### src/rtl/rbi_mem_l1_req_node.sv
// Ringbus requester stop: injects one L1 request into an empty ring slot.
// It captures the tagged response, or reports a timeout, back to the L1 port.
module rbi_mem_l1_req_node #(
    parameter int          ADDR_W  = 48,
    parameter int          DATA_W  = 128,
    parameter logic [7:0]  OPM_LDX = 8'h93,
    parameter logic [7:0]  OPM_STX = 8'h97,
    parameter logic [9:0]  TIMEOUT = 10'd1023
) (
    input  logic              clock,
    input  logic              reset,
    input  logic [ADDR_W-1:0] memAddrIn,
    input  logic [DATA_W-1:0] memDataIn,
    input  logic [15:0]       memOpmIn,
    input  logic [15:0]       memSeqIn,
    output logic [ADDR_W-1:0] memAddrOut,
    output logic [DATA_W-1:0] memDataOut,
    output logic [15:0]       memOpmOut,
    output logic [15:0]       memSeqOut,
    input  logic [7:0]        unitNodeId,
    input  logic              l1ReqValid,
    input  logic              l1ReqStore,
    input  logic [ADDR_W-1:0] l1ReqAddr,
    input  logic [DATA_W-1:0] l1ReqData,
    output logic              l1ReqReady,
    output logic              l1RespValid,
    output logic [DATA_W-1:0] l1RespData,
    output logic              l1RespErr
);

    typedef enum logic [1:0] {
        S_IDLE,
        S_INJECT,
        S_WAIT,
        S_DONE
    } state_t;

    state_t              r_state, w_state_nxt;
    logic [7:0]          r_tag, w_tag_nxt;
    logic [9:0]          r_cnt, w_cnt_nxt;
    logic [ADDR_W-1:0]   r_addr;
    logic [DATA_W-1:0]   r_data;
    logic                r_store;
    logic [DATA_W-1:0]   r_resp_data, w_resp_data_nxt;
    logic                r_resp_err, w_resp_err_nxt;
    logic [ADDR_W-1:0]   r_addr_out, w_addr_out_nxt;
    logic [DATA_W-1:0]   r_data_out, w_data_out_nxt;
    logic [15:0]         r_opm_out, w_opm_out_nxt;
    logic [15:0]         r_seq_out, w_seq_out_nxt;
    logic                w_latch;
    logic                w_mine;
    logic                w_empty;

    // Any response addressed to this node is removed from the ring:
    // either it completes the transaction or it is a stale leftover.
    assign w_mine  = (memOpmIn[7:6] == 2'b01) && (memSeqIn[15:8] == unitNodeId);
    assign w_empty = (memOpmIn[7:0] == 8'h00);

    always_comb begin
        w_state_nxt     = r_state;
        w_tag_nxt       = r_tag;
        w_cnt_nxt       = r_cnt;
        w_resp_data_nxt = r_resp_data;
        w_resp_err_nxt  = r_resp_err;
        w_latch         = 1'b0;
        w_addr_out_nxt  = memAddrIn;
        w_data_out_nxt  = memDataIn;
        w_opm_out_nxt   = memOpmIn;
        w_seq_out_nxt   = memSeqIn;

        if (w_mine) begin
            w_addr_out_nxt = '0;
            w_data_out_nxt = '0;
            w_opm_out_nxt  = '0;
            w_seq_out_nxt  = '0;
        end

        unique case (r_state)
            S_IDLE: begin
                if (l1ReqValid) begin
                    w_latch     = 1'b1;
                    w_state_nxt = S_INJECT;
                end
            end
            S_INJECT: begin
                if (w_empty) begin
                    w_addr_out_nxt = r_addr;
                    w_data_out_nxt = r_store ? r_data : '0;
                    w_opm_out_nxt  = {8'h00, r_store ? OPM_STX : OPM_LDX};
                    w_seq_out_nxt  = {unitNodeId, r_tag};
                    w_cnt_nxt      = '0;
                    w_state_nxt    = S_WAIT;
                end
            end
            S_WAIT: begin
                // A matching response beats a simultaneous timeout.
                if (w_mine && (memSeqIn[7:0] == r_tag)) begin
                    w_resp_data_nxt = r_store ? '0 : memDataIn;
                    w_resp_err_nxt  = 1'b0;
                    w_state_nxt     = S_DONE;
                end else if (r_cnt == TIMEOUT) begin
                    w_resp_data_nxt = '0;
                    w_resp_err_nxt  = 1'b1;
                    w_state_nxt     = S_DONE;
                end else begin
                    w_cnt_nxt = r_cnt + 10'd1;
                end
            end
            S_DONE: begin
                w_tag_nxt   = (r_tag == 8'hFF) ? 8'h01 : r_tag + 8'h01;
                w_state_nxt = S_IDLE;
            end
            default: begin
                w_state_nxt = S_IDLE;
            end
        endcase
    end

    always_ff @(posedge clock) begin
        if (reset) begin
            r_state     <= S_IDLE;
            r_tag       <= 8'h01;
            r_cnt       <= '0;
            r_addr      <= '0;
            r_data      <= '0;
            r_store     <= 1'b0;
            r_resp_data <= '0;
            r_resp_err  <= 1'b0;
            r_addr_out  <= '0;
            r_data_out  <= '0;
            r_opm_out   <= '0;
            r_seq_out   <= '0;
        end else begin
            r_state     <= w_state_nxt;
            r_tag       <= w_tag_nxt;
            r_cnt       <= w_cnt_nxt;
            r_resp_data <= w_resp_data_nxt;
            r_resp_err  <= w_resp_err_nxt;
            r_addr_out  <= w_addr_out_nxt;
            r_data_out  <= w_data_out_nxt;
            r_opm_out   <= w_opm_out_nxt;
            r_seq_out   <= w_seq_out_nxt;
            if (w_latch) begin
                r_addr  <= l1ReqAddr;
                r_data  <= l1ReqData;
                r_store <= l1ReqStore;
            end
        end
    end

    assign memAddrOut  = r_addr_out;
    assign memDataOut  = r_data_out;
    assign memOpmOut   = r_opm_out;
    assign memSeqOut   = r_seq_out;
    assign l1ReqReady  = (r_state == S_IDLE) && !reset;
    assign l1RespValid = (r_state == S_DONE);
    assign l1RespData  = r_resp_data;
    assign l1RespErr   = r_resp_err;

endmodule

### config.mk
export PLATFORM = sky130hd
export DESIGN_NAME = rbi_mem_l1_req_node
export DESIGN_NICKNAME = d
export VERILOG_FILES = /design/src/rtl/rbi_mem_l1_req_node.sv
export SDC_FILE = /design/constraint.sdc
export NUM_CORES = 1
export LEC_CHECK = 0
export CORE_AREA = 2 2 284 286
export DETAILED_ROUTE_END_ITERATION = 7
export DIE_AREA = 0 0 286 288
export SLEW_MARGIN = 15
export SYNTH_ARGS = -nofsm -noshare
export SYNTH_HDL_FRONTEND = slang
export SYNTH_SLANG_ARGS = --single-unit
export TNS_END_PERCENT = 5
### constraint.sdc
create_clock -name clock -period 3.1 [get_ports clock]
set_input_delay 0.775 -clock clock [delete_from_list [all_inputs] [get_ports clock]]
set_output_delay 0.775 -clock clock [all_outputs]
set_load 0.02 [all_outputs]
# Word level (Yosys, flattened, before mapping)
# Cells that the tools add are included.
[word_totals]
word_cells = 69
register_bits = 534
out_inout_bits = 339
inputBits = 396
[op_classes]
n_reduce_logical = 11
n_eq_ne = 13
muxes = 31
addsub = 2
[ops]
columns = ["cell", "n"]
rows = [
  ["2-to-1 mux 128 bit", 7],
  ["2-to-1 mux 48 bit", 3],
  ["2-to-1 mux 16 bit", 6],
  ["2-to-1 mux 10 bit", 3],
  ["one-hot mux 10 bit (2 select lines)", 1],
  ["equality test 8 bit", 2],
  ["adder 10 x 1 -> 10 bit, second input constant", 1],
  ["equality test 10 bit, second input constant", 1],
  ["adder 8 x 1 -> 8 bit, second input constant", 1],
  ["equality test 8 bit, second input constant", 1],
  ["zero test 8 bit", 1],
  ["2-to-1 mux 2 bit", 4],
  ["2-to-1 mux 8 bit", 1],
  ["inequality test 2 bit, second input constant", 4],
  ["one-hot mux 2 bit (4 select lines)", 1],
  ["equality test 2 x 1 -> 1 bit, second input constant", 2],
  ["equality test 2 bit, second input constant", 2],
  ["2-to-1 mux 1 bit", 4],
  ["AND reduction 4 bit", 1],
  ["nonzero test 2 bit", 2],
  ["logical AND 1 bit", 3],
  ["2-to-1 mux 3 bit", 1],
  ["inequality test 3 bit, second input constant", 1],
  ["AND reduction 3 bit", 1],
  ["other kinds (3)", 3],
]

# Longest topological paths before layout
[logic_depth]
ltp_word = 5
depth_mapped = 10
depth_no_buf = 7

# Least setup slack after synthesis
# Ideal clock, no wire load.
[synth_path]
path_type = "in2out"
from = "in reset"
to = "out l1ReqReady"
path_slack_ns = 0.375
cell_stages = 5
n_path_buf = 4
t_arrival_ns = 1.950
required_ns = 2.325
path_cell_list = "clkbuf_1 clkbuf_1 clkbuf_1 clkbuf_1 nor2_1"
[synth_via]
elab_chain_cells = 2
[synth_rtl]
columns = ["element", "line", "source"]
rows = [
  ["from (decl)", "11", "input logic reset,"],
  ["zero test 1 bit", "155", "assign l1ReqReady = (r_state == S_IDLE) && !reset;"],
  ["logical AND 1 bit", "155", ""],
  ["to (decl)", "25", "output logic l1ReqReady,"],
]
# No other way between the ends.

# Worst setup path in the final report
[layout_path]
from = "reg r_state[0]"
to = "out l1ReqReady"
[layout_via]
elab_chain_cells = 2
[layout_rtl]
columns = ["element", "line", "source"]
rows = [
  ["from (decl)", "38", "state_t r_state, w_state_nxt;"],
  ["from (signal assigned)", "134", "r_state <= w_state_nxt;"],
  ["zero test 2 bit", "155", ""],
  ["logical AND 1 bit", "155", ""],
]
# No other way between the ends.

==> results.tsv <==
metric	value	unit
status	finished, final reports clean	
first_iter_violations	823	
rows	104	
instances_no_fill	3825	
finalWorstPathRequiredPeriod	2.99	ns
post-route-period-util	96.3	%
crit_path_max_fanout	4	
fillers	7981	
initial_utilization	24.1	%
yosysUniqueCellTypes	51	
grt_pass1_vias	16753	
place_area	28200	um2
synth_edf_count	0	
multiInputGateArea	7610	um2
place_inst	3713	
max_freq	0.335	GHz
yosysWarnings	0	
utilization	38.1	%
drtPass1Iterations	5	
ant_nets	0	
finalHoldViolCount	0	
hold_class	flip-flop to flip-flop	
drive_gt1_share	8.65	%
critical_path_class	flip-flop to output port	
final_area	30400	um2
drv_cap	0	
cts_tree	done	
ys_ff_latch	534	
vias	17264	
rsz0062_at_grt	no	
root_buffer	clkbuf_16	
die_w	286	um
grt_start_max_net_pins	140	
grt_pass1_wl	105	mm
dpl.hpwl	51.1	mm
die-area	82400	um2
cts_setup_buffers	0	
slew_headroom	49.8	%
p_per_area	619	nW/um2
synth_fp_nets	2394	
wl	72.4	mm
track_usage	16.5	%
synth_area_per_cell	9.64	um2
post_cts_resized	0	
critPathLaunchType	flip-flop	
end_kind	output port	
final_common_cell	clkdlybuf4s50_1	
leakagePower	11.4	nW
ios	735	
syn_to_final_growth	58.2	%
gp_congestion	0.809	
netlist_area	19200	um2
seq_area	10700	um2
numCtsBuffers	60	
ys_seq_area_share	55.7	%
clock_latency	0.62	ns
layout_common_cells	clkdlybuf4s50_1 (733), dfxtp_1 (534), nand2_1 (373)	
syn_inst	1991	
ys.flop_type	dfxtp_1	
final_max_slew_viol_count	0	
required	2.32	ns
drc_errors	0	
cts_buffer_depth	3	
power	18.8	mW
die_h	288	um
ir_drop	0.388	mV
via_per_inst	4.51	
fin_skew	0.0211	ns
worstMarginPinSlew	0.753	ns
antenna_found_initial	5	
portBuffers	734	
htree_levels	2	
layout.nets	3118	
coreArea	79600	um2
overflow	0	
clkSinkCount	534	
synthArstFlopShare	0	%
post_drt_wl_per_cell	18.9	um
cp.arrival	2.21	ns
setup_viol	0	
cts.reportedPaths.clkPinSlew	0.06	ns
cts_hold_buffers	0	
[layout make-up]
cell class | count | area share (%)
Inverter | 5 | 0.0618
Tap cell | 1060 | 4.37
Clock buffer | 78 | 5.63
Clock inverter | 32 | 1.47
Timing Repair Buffer | 843 | 28.2
Multi-Input combinational cell | 1271 | 25.1
Antenna cell | 2 | 0.0165
Sequential cell | 534 | 35.2
[synth_stat cells (3+ instances only)]
library cell    n  area share (%)
dfxtp_1       534              56
nand2_1       374             7.3
a21oi_1       314             8.2
a22o_1        190             8.7
nand2b_1      137             4.5
clkbuf_1      122             2.4
a31o_1        120             5.5
buf_2          40             1.0
nor2_1         20            0.39
xor2_1         19            0.87
and2_1         13            0.42
a31o_2         10            0.46
buf_12         10             1.0
nand3_1        10            0.26
ha_1            7            0.46
mux2i_1         6            0.31
nand4_1         6            0.20
inv_1           5           0.098
nor3_1          5            0.13
nor4_1          5            0.16
xnor2_1         4            0.18
buf_4           3            0.12
buf_6           3            0.18
[stage by stage]
stage               hold slack (ns)  setup TNS [ns]  worst slack, ns
floorplan                     0.432               0            0.375
global placement              0.441           -5.90           -0.123
detailed placement            0.446           -9.47           -0.145
CTS                           0.444               0           0.0499
global route                  0.452               0         0.000981
finish                        0.452               0            0.114
[worst max-delay path, stage by stage (launching register included)]
cell and delay, ns:
dfxtp_1 0.33, inv_1 0.16, ha_1 0.26, inv_1 0.07
nor2_1 0.10, clkdlybuf4s50_1 0.68
[report_power, final]
part | internal [mW] | leakage, nW | total (mW) | switching, mW
clock network | 4.64 | 1.04 | 7.67 | 3.03
registers | 7.46 | 4.39 | 7.74 | 0.286
logic | 1.41 | 5.98 | 3.39 | 1.97
[worst paths after layout]
kind | cells after the start | from | slack, ns | endpoint
setup / recovery | 5 | r_state[0] | 0.11 | l1ReqReady
hold / removal | 1 | r_data[89] | 0.45 | memDataOut[89]
setup reg to reg | 9 | r_cnt[0] | 0.85 | l1RespData[99]
hold reg to reg | 1 | r_data[89] | 0.45 | memDataOut[89]
[logic make-up after synthesis]
group                    synth area share [%]
AO/OA/AOI/OAI                            23.5
buffers and inverters                    4.98
multiplexers                            0.313
AND/OR/NAND/NOR                          14.0
flip-flops                               55.7
adder cells (fa/ha/maj)                 0.456
XOR/XNOR                                 1.05
[state kept, by name, summed over array words and instances (netlist names)]
name / flops
l1RespData: 128
memDataOut: 128
r_data: 128
memAddrOut: 48
r_addr: 48
memOpmOut: 16
memSeqOut: 16
r_cnt: 10
r_tag: 8
r_state: 2
l1RespErr: 1
r_store: 1
[routing by layer]
metal	vias up	GRT usage (%)	share of wire, %
li1	8400	-	-
met4	4	5.50	3.0
met5	-	0	0.030
met3	116	4.31	7.0
met2	607	28.6	49
met1	8137	19.8	41
Power figures use the tool's default switching activity.
